**src/rtl/tristate_bus_scheduler_if.sv**
```systemverilog
// Bundle of request, drive-data and resolved-bus signals between lane drivers
// and the tristate bus scheduler.
interface tristate_bus_scheduler_if #(
    parameter int N_REQ = 4,
    parameter int DW    = 8
);
    localparam int OW = (N_REQ > 1) ? $clog2(N_REQ) : 1;

    logic [N_REQ-1:0]    req;
    logic [N_REQ*DW-1:0] req_data;
    logic [N_REQ-1:0]    grant;
    logic [N_REQ-1:0]    drv_en;
    logic [DW-1:0]       bus_data;
    logic [1:0]          bus_strength;
    logic [OW-1:0]       bus_owner;
    logic                busy;

    modport master (
        output req, req_data,
        input  grant, drv_en, bus_data, bus_strength, bus_owner, busy
    );

    modport slave (
        input  req, req_data,
        output grant, drv_en, bus_data, bus_strength, bus_owner, busy
    );
endinterface

```
**src/rtl/tristate_bus_scheduler.sv**
```systemverilog
// Round-robin owner arbitration for a shared bus with high-Z turnaround and a
// trireg-style charge/decay model of the undriven net.
module tristate_bus_scheduler #(
    parameter int   N_REQ       = 4,
    parameter int   DW          = 8,
    parameter int   TURNAROUND  = 1,
    parameter int   MAX_BURST   = 8,
    parameter int   CHARGE_HOLD = 3,
    parameter logic PULL_VAL    = 1'b0
) (
    input logic clk,
    input logic rst,
    tristate_bus_scheduler_if.slave bus
);
    localparam int OW = (N_REQ > 1) ? $clog2(N_REQ) : 1;
    localparam int BW = $clog2(MAX_BURST + 1);
    localparam int TW = $clog2(TURNAROUND + 1);
    localparam int CW = (CHARGE_HOLD > 0) ? $clog2(CHARGE_HOLD + 1) : 1;

    typedef enum logic [1:0] {IDLE, DRIVE, TURN} state_t;
    typedef enum logic [1:0] {S_HIGHZ, S_CHARGE, S_PULL, S_STRONG} strength_t;

    state_t           state_q, state_d;
    logic [N_REQ-1:0] grant_q, grant_d;
    logic [OW-1:0]    owner_q, owner_d;
    logic [OW-1:0]    rr_q, rr_d;
    logic [BW-1:0]    burst_q, burst_d;
    logic [TW-1:0]    turn_q, turn_d;
    logic [CW-1:0]    charge_q, charge_d;
    logic [DW-1:0]    last_q, last_d;

    logic [DW-1:0]    owner_data;
    logic             pick_vld, hi_vld, lo_vld, launch;
    logic [OW-1:0]    pick_idx, hi_idx, lo_idx;
    logic [DW-1:0]    bus_data_c;
    strength_t        strength_c;

    always_comb begin
        owner_data = '0;
        for (int unsigned i = 0; i < N_REQ; i++) begin
            if (owner_q == OW'(i)) owner_data = bus.req_data[i*DW +: DW];
        end
    end

    // Rotating priority: lowest requester at or above rr wins, else lowest overall (wrap).
    always_comb begin
        hi_vld = 1'b0;
        hi_idx = '0;
        lo_vld = 1'b0;
        lo_idx = '0;
        for (int unsigned i = 0; i < N_REQ; i++) begin
            if (bus.req[i] && !lo_vld) begin
                lo_vld = 1'b1;
                lo_idx = OW'(i);
            end
            if (bus.req[i] && OW'(i) >= rr_q && !hi_vld) begin
                hi_vld = 1'b1;
                hi_idx = OW'(i);
            end
        end
        pick_vld = lo_vld;
        pick_idx = hi_vld ? hi_idx : lo_idx;
    end

    always_ff @(posedge clk or posedge rst) begin
        if (rst) begin
            state_q  <= IDLE;
            grant_q  <= '0;
            owner_q  <= '0;
            rr_q     <= '0;
            burst_q  <= '0;
            turn_q   <= '0;
            charge_q <= '0;
            last_q   <= '0;
        end else begin
            state_q  <= state_d;
            grant_q  <= grant_d;
            owner_q  <= owner_d;
            rr_q     <= rr_d;
            burst_q  <= burst_d;
            turn_q   <= turn_d;
            charge_q <= charge_d;
            last_q   <= last_d;
        end
    end

    always_comb begin
        state_d  = state_q;
        grant_d  = grant_q;
        owner_d  = owner_q;
        rr_d     = rr_q;
        burst_d  = burst_q;
        turn_d   = turn_q;
        last_d   = last_q;
        launch   = 1'b0;
        charge_d = (state_q != DRIVE && charge_q != '0) ? charge_q - CW'(1) : charge_q;
        unique case (state_q)
            IDLE: launch = pick_vld;
            DRIVE: begin
                last_d = owner_data;
                if (!bus.req[owner_q] || burst_q == BW'(MAX_BURST)) begin
                    state_d  = TURN;
                    grant_d  = '0;
                    turn_d   = '0;
                    charge_d = CW'(CHARGE_HOLD);
                    rr_d     = (owner_q == OW'(N_REQ - 1)) ? '0 : owner_q + OW'(1);
                end else begin
                    burst_d = burst_q + BW'(1);
                end
            end
            TURN: begin
                if (turn_q == TW'(TURNAROUND - 1)) begin
                    launch  = pick_vld;
                    state_d = IDLE;
                end else begin
                    turn_d = turn_q + TW'(1);
                end
            end
            default: state_d = IDLE;
        endcase
        // Shared by IDLE and the last TURN cycle so both arbitrate identically.
        if (launch) begin
            state_d           = DRIVE;
            grant_d           = '0;
            grant_d[pick_idx] = 1'b1;
            owner_d           = pick_idx;
            burst_d           = BW'(1);
        end
    end

    always_comb begin
        bus_data_c = {DW{PULL_VAL}};
        strength_c = S_PULL;
        if (state_q == DRIVE) begin
            bus_data_c = owner_data;
            strength_c = S_STRONG;
        end else if (charge_q != '0) begin
            bus_data_c = last_q;
            strength_c = S_CHARGE;
        end
    end

    assign bus.grant        = grant_q;
    assign bus.drv_en       = grant_q;
    assign bus.bus_data     = bus_data_c;
    assign bus.bus_strength = strength_c;
    assign bus.bus_owner    = owner_q;
    assign bus.busy         = (state_q != IDLE);
endmodule

```
**src/flat_wrapper.sv**
```systemverilog
// flat-port wrapper written by rule: the top's interface ports become plain ports
module tristate_bus_scheduler_flat 
#(
    parameter int   N_REQ       = 4,
    parameter int   DW          = 8,
    parameter int   TURNAROUND  = 1,
    parameter int   MAX_BURST   = 8,
    parameter int   CHARGE_HOLD = 3,
    parameter logic PULL_VAL    = 1'b0
)
  (clk, rst, bus_req, bus_req_data, bus_grant, bus_drv_en, bus_bus_data, bus_bus_strength, bus_bus_owner, bus_busy);
  tristate_bus_scheduler_if #(.N_REQ(N_REQ), .DW(DW)) bus_i ();
  input logic clk;
  input logic rst;
  input wire logic [$bits(bus_i.req)-1:0] bus_req;
  input wire logic [$bits(bus_i.req_data)-1:0] bus_req_data;
  output wire logic [$bits(bus_i.grant)-1:0] bus_grant;
  output wire logic [$bits(bus_i.drv_en)-1:0] bus_drv_en;
  output wire logic [$bits(bus_i.bus_data)-1:0] bus_bus_data;
  output wire logic [$bits(bus_i.bus_strength)-1:0] bus_bus_strength;
  output wire logic [$bits(bus_i.bus_owner)-1:0] bus_bus_owner;
  output wire logic [$bits(bus_i.busy)-1:0] bus_busy;
  assign bus_i.req = bus_req;
  assign bus_i.req_data = bus_req_data;
  assign bus_grant = bus_i.grant;
  assign bus_drv_en = bus_i.drv_en;
  assign bus_bus_data = bus_i.bus_data;
  assign bus_bus_strength = bus_i.bus_strength;
  assign bus_bus_owner = bus_i.bus_owner;
  assign bus_busy = bus_i.busy;
  tristate_bus_scheduler #(.N_REQ(N_REQ), .DW(DW), .TURNAROUND(TURNAROUND), .MAX_BURST(MAX_BURST), .CHARGE_HOLD(CHARGE_HOLD), .PULL_VAL(PULL_VAL)) u_core (.clk(clk), .rst(rst), .bus(bus_i));
endmodule
```
**config.mk**
```make
export PLATFORM = sky130hd
export DESIGN_NAME = tristate_bus_scheduler_flat
export DESIGN_NICKNAME = d
export VERILOG_FILES = /design/src/rtl/tristate_bus_scheduler_if.sv /design/src/rtl/tristate_bus_scheduler.sv /design/src/flat_wrapper.sv
export SDC_FILE = /design/constraint.sdc
export NUM_CORES = 1
export LEC_CHECK = 0
export BUFFER_PORTS_ARGS = -buffer_cell sky130_fd_sc_hd__buf_2
export CAP_MARGIN = 5
export CORE_MARGIN = 2
export CORE_UTILIZATION = 38
export DETAILED_ROUTE_END_ITERATION = 6
export GPL_ROUTABILITY_DRIVEN = 0
export PLACE_DENSITY = 0.68
export SLEW_MARGIN = 20
export SYNTH_ARGS = -nofsm -noshare
export SYNTH_HDL_FRONTEND = slang
export SYNTH_SLANG_ARGS = --single-unit
```
**constraint.sdc**
```tcl
create_clock -name clk -period 2.7 [get_ports clk]
set_clock_uncertainty 0.05 [all_clocks]
set_input_delay 0.135 -clock clk [delete_from_list [all_inputs] [get_ports clk]]
set_output_delay 0.135 -clock clk [all_outputs]
set_load 0.01 [all_outputs]
```
; ---- Yosys cells after proc, flatten, opt, wreduce, memory -nomap -nowiden
; Index checks and enable logic that the tools add are counted.
[totals]
reg_bits = 25
word_cells = 109
in_bits = 38
out_inout_bits = 21
[op_classes]
order_cmp = 7
n_mux = 46
n_eq_ne = 12
reduce_logical = 32
n_addsub = 4
[ops]
columns = operator, count
row1 = $mux 8, 6
row2 = $mux 2, 14
row3 = $mux 4, 6
row4 = $mux 1, 15
row5 = $logic_and 1x1->1, 12
row6 = $reduce_bool 2->1, 5
row7 = $ne 2x1->1 const B, 4
row8 = $reduce_and 2->1, 4
row9 = $logic_not 1->1, 7
row10 = $eq 2x2->1 const B, 3
row11 = $lt 2x3->1 const B, 2
row12 = $pmux 2 s3, 1
row13 = $add 4x1->4 const B, 1
row14 = $eq 2x1->1 const B, 2
row15 = $eq 4x4->1 const B, 1
row16 = $ge 1x2->1 const A, 2
row17 = $ge 2x2->1 const A, 2
row18 = $logic_not 2->1, 2
row19 = $pmux 1 s2, 2
row20 = $ne 3x1->1 const B, 1
row21 = $ne 3x3->1 const B, 1
row22 = $reduce_and 3->1, 1
row23 = $add 2x1->2 const B, 1
row24 = $bmux 1 s2, 1
row25 = other kinds (5), 5

; ---- Logic depth before layout (Yosys ltp)
[logic_depth]
ltp_word = 18
mapped_depth = 7

; ---- Worst setup path after synthesis
; OpenSTA, ideal clock, no wires.
[synth_timing]
path_kind = flip-flop to output port
startpoint = reg u_core.owner_q[1], in the netlist u_core.bus.bus_owner[1]
endpoint = out bus_bus_data[0]
required_ns = 2.515
stages_incl_launch_ff = 8
path_buffers = 1
path_slack_ns = 0.841
arrival_ns = 1.674
path_cell_list = dfrtp_1 > inv_1 > ha_1 > buf_2 > nor2b_2 > a221oi_1 > o31ai_1 > a22o_1
[synth_via]
elab_chain_len = 6
word_cells_on_any_way = 9
classes_between = eq/ne: 3 / mux: 5 / reduce/logical: 1
[synth_rtl]
columns = item, line
row1 = start: declaration, tristate_bus_scheduler.sv:25  ; logic [OW-1:0] owner_q, owner_d;
row2 = start signal: assignment, tristate_bus_scheduler.sv:78  ; owner_q <= owner_d;
row3 = $logic_not 2->1, tristate_bus_scheduler.sv:41  ; if (owner_q == OW'(i)) owner_data = bus.req_data[i*DW +: DW];
row4 = $mux 8 (3 in series), tristate_bus_scheduler.sv:41
row5 = $mux 8 (*), tristate_bus_scheduler.sv:41
row6 = $mux 8 (*), tristate_bus_scheduler.sv:134  ; if (state_q == DRIVE) begin
row7 = end: declaration, flat_wrapper.sv:19  ; output wire logic [$bits(bus_i.bus_data)-1:0] bus_bus_data;
; Every way passes the cells marked *; elsewhere a longest branch is shown, timed or not.

; ---- Worst setup path after layout
[layout_timing]
startpoint = reg u_core.owner_q[1], in the netlist u_core.bus.bus_owner[1]
endpoint = out bus_bus_data[4]
; The elaborated chain is that of the path after synthesis.

==> impl_metrics.tcl <==
set metrics [dict create \
    placed_cells 255 \
    layout.cells.non_filler 259 \
    start_util_pct 38.7 \
    io_buffers 58 \
    overflow 0 \
    post-cts-setup-buffers 0 \
    route.detailed.drc 0 \
    grt_max_degree 25 \
    final_util_pct 47.8 \
    worst_pin_slew_ns 0.886 \
    cts_tree "done" \
    wl_mm 3.46 \
    cts-root-buf "clkbuf_8" \
    viasPerCell 5.13 \
    yosys_warnings 0 \
    core_area_sq_um 3940 \
    fin_crit_ns 2.50 \
    total_leakage_power_nw 0.943 \
    maxCapViolations 0 \
    tns_ns 0 \
    cp.arrival_ns 2.32 \
    cts.clk_slew.worst_paths_ns 0.08 \
    ctsHoldBuffers 0 \
    ioPinCount 59 \
    wl_met2_mm 1.57 \
    rsz0062_at_grt "false" \
    hold_ws_ns -0.00659 \
    vdd_drop_max_mv 0.536 \
    seq_area_frac_synth_pct 39.4 \
    crit_type "flip-flop to output port" \
    setup.worst_path.start_class "flip-flop" \
    ys_types 36 \
    place_hpwl_mm 2.67 \
    rr_worst_depth 6 \
    maxSlewViolCount 0 \
    die_y_um 67.3 \
    die_w_um 67.3 \
    wl_per_cell_um 13.4 \
    startpoint "u_core.bus.bus_owner[1]$_DFFE_PP0P_" \
    first_iter_violations 22 \
    min_path_type "input pin to asynchronous set/reset pin" \
    first_global_vias 1207 \
    synthesis.area_sq_um 1520 \
    endpoint "bus_bus_data[4]" \
    n_antenna_cell 0 \
    p_per_area_nw_per_um2 1260 \
    cts_buffers 3 \
    grt_pass1_wl_mm 5.41 \
    ant_nets 0 \
    fmax_mhz 399 \
    cts_max_level 1 \
    endpoint_kind "output port" \
    grt_util_all_layers_pct 15.7 \
    failed_checks "hold timing" \
    r2r-start "u_core.bus.bus_owner[1]$_DFFE_PP0P_" \
    first_pass_iters 4 \
    m1WireLength_mm 1.58 \
    r2r_slack_ns 0.64 \
    cts.sinks 24 \
    syn_inst 158 \
    clk_latency_ns 0.26 \
    dieArea_sq_um 4530 \
    crit_fanout 10 \
    worst_ep_required_time_ns 2.52 \
    antenna_found_initial 0 \
    fill_cells 381 \
    drive_gt1_share_pct 36.4 \
    clockBufferDepth 2 \
    dr_wl_met3_um 293 \
    cts-resized-gates 0 \
    finalCritPeriodShare_pct 92.7 \
    rr_endpoint "u_core.last_q[4]$_DFFE_PP0P_" \
    synth_fp_nets 203 \
    status "complete, but fails checks" \
    rows 23 \
    ys_ff_latch 24 \
    top_layer_used "met4" \
    fin_nets 255 \
    slew_headroom_pct 40.9 \
    synthToLayoutAreaGrowth_pct 23.6 \
    hold_viol_final 10 \
    via_count 1329 \
    syn_avg_cell_area_sq_um 9.65 \
    setup_viol_count_final 0 \
]
stage by stage:
| step | worst slack, ns | power, mW | cell area [sq um] |
|---|---|---|---|
| 6_report | 0.196 | 2.38 | 1880 |
| 5_1_grt | 0.00896 | 2.60 | 1880 |
| 2_1_floorplan | 0.841 | 1.72 | 1520 |
| 3_3_place_gp | 0.529 | 2.06 | 1810 |
| 4_1_cts | 0.180 | 2.40 | 1880 |
| 3_5_place_dp | 0.482 | 2.08 | 1810 |
worst max-delay path, cell delays in order, from the launching register on:
cell and delay [ns]:
dfrtp_1 0.46, inv_1 0.09, ha_1 0.31, nor2b_2 0.29
a221oi_1 0.12, o31ai_1 0.45, a22o_1 0.21, buf_2 0.13
logic make-up after synthesis:
group,after synthesis,share of synthesized area (%)
buffers and inverters,24,7.63
xor gates and xnor gates,2,1.15
adders and majority gates,7,5.75
muxes,10,8.29
DFF,24,39.4
AOI/OAI and AO/OA,44,21.9
and+or+nand+nor,47,15.8
how the worst min path moves through the flow:
stage	depth (start not counted)	end	startpoint
2_1_floorplan	1	u_core.burst_q[0]$_DFFE_PP0P_	rst
3_3_place_gp	2	u_core.burst_q[2]$_DFFE_PP0P_	rst
3_5_place_dp	2	u_core.burst_q[2]$_DFFE_PP0P_	rst
4_1_cts	2	u_core.burst_q[2]$_DFFE_PP0P_	rst
5_1_grt	2	u_core.charge_q[1]$_DFF_PP0_	rst
6_report	2	u_core.charge_q[1]$_DFF_PP0_	rst
where the power goes:
group	internal [mW]	leakage (nW)	switching, mW
sequential	0.529	0.298	0.133
clock	0.198	0.0357	0.112
combinational	0.659	0.610	0.745
cells in the mapped netlist:
master,count,share of area (%)
mux2i_1,1,0.66
nand3_1,5,1.6
a22oi_1,1,0.49
nor2b_2,1,0.57
o211ai_1,3,1.5
mux2_2,7,5.2
nand3b_1,3,1.5
inv_1,12,3.0
a221oi_1,7,4.0
o21ai_0,5,1.6
buf_1,1,0.25
or2_2,1,0.41
a21o_2,1,0.57
buf_2,3,0.98
a22o_1,7,4.0
mux2_4,1,0.98
mux4_2,1,1.5
a32o_1,2,1.3
clkbuf_1,3,0.74
xnor2_1,2,1.1
nor2_2,1,0.41
nand2_1,19,4.7
nor2_1,3,0.74
o31ai_1,12,5.9
a21oi_1,3,0.98
dfrtp_1,24,39
nand2b_1,3,1.2
a211oi_1,1,0.49
buf_4,4,2.0
ha_1,7,5.7
nor2b_1,8,3.3
and3b_1,1,0.57
nor3_1,1,0.33
a21o_1,2,0.98
buf_6,1,0.74
nor3b_1,1,0.49
layer usage:
metal / up-vias / global-route usage [%]
li1: 667 / -
met3: 4 / 3.17
met2: 53 / 27.4
met1: 605 / 19.9
met5: - / 0
met4: 0 / 3.83
cells in the final DEF (no fill, tap or decap), types with 2 or more instances in the layout:
cell	n
buf_2	58
dfrtp_1	24
nand2_1	19
inv_1	12
o31ai_1	12
nor2b_1	8
a221oi_1	7
mux2_2	7
a22o_1	7
ha_1	7
nand3_1	5
o21ai_0	5
nand3b_1	3
nor2_1	3
o211ai_1	3
nand2b_1	3
a21oi_1	3
clkbuf_8	3
a21o_1	2
a32o_1	2
xnor2_1	2
area by class of cell:
class | instances | area [sq um] | share of cell area, %
Clock buffer | 3 | 41.3 | 2.19
Clock inverter | 1 | 30.0 | 1.59
Inverter | 12 | 45.0 | 2.39
Multi-Input combinational cell | 110 | 807 | 42.8
Sequential cell | 24 | 601 | 31.9
Tap cell | 50 | 62.6 | 3.32
Timing Repair Buffer | 59 | 298 | 15.8
flip-flops by register name (all words and copies together) (netlist names):
signal / cells
u_core.charge_q: 2
u_core.bus.drv_en: 4
u_core.bus.bus_owner: 2
u_core.last_q: 8
u_core.burst_q: 4
u_core.rr_q: 2
u_core.state_q: 2
Power figures use the tool's default switching activity.
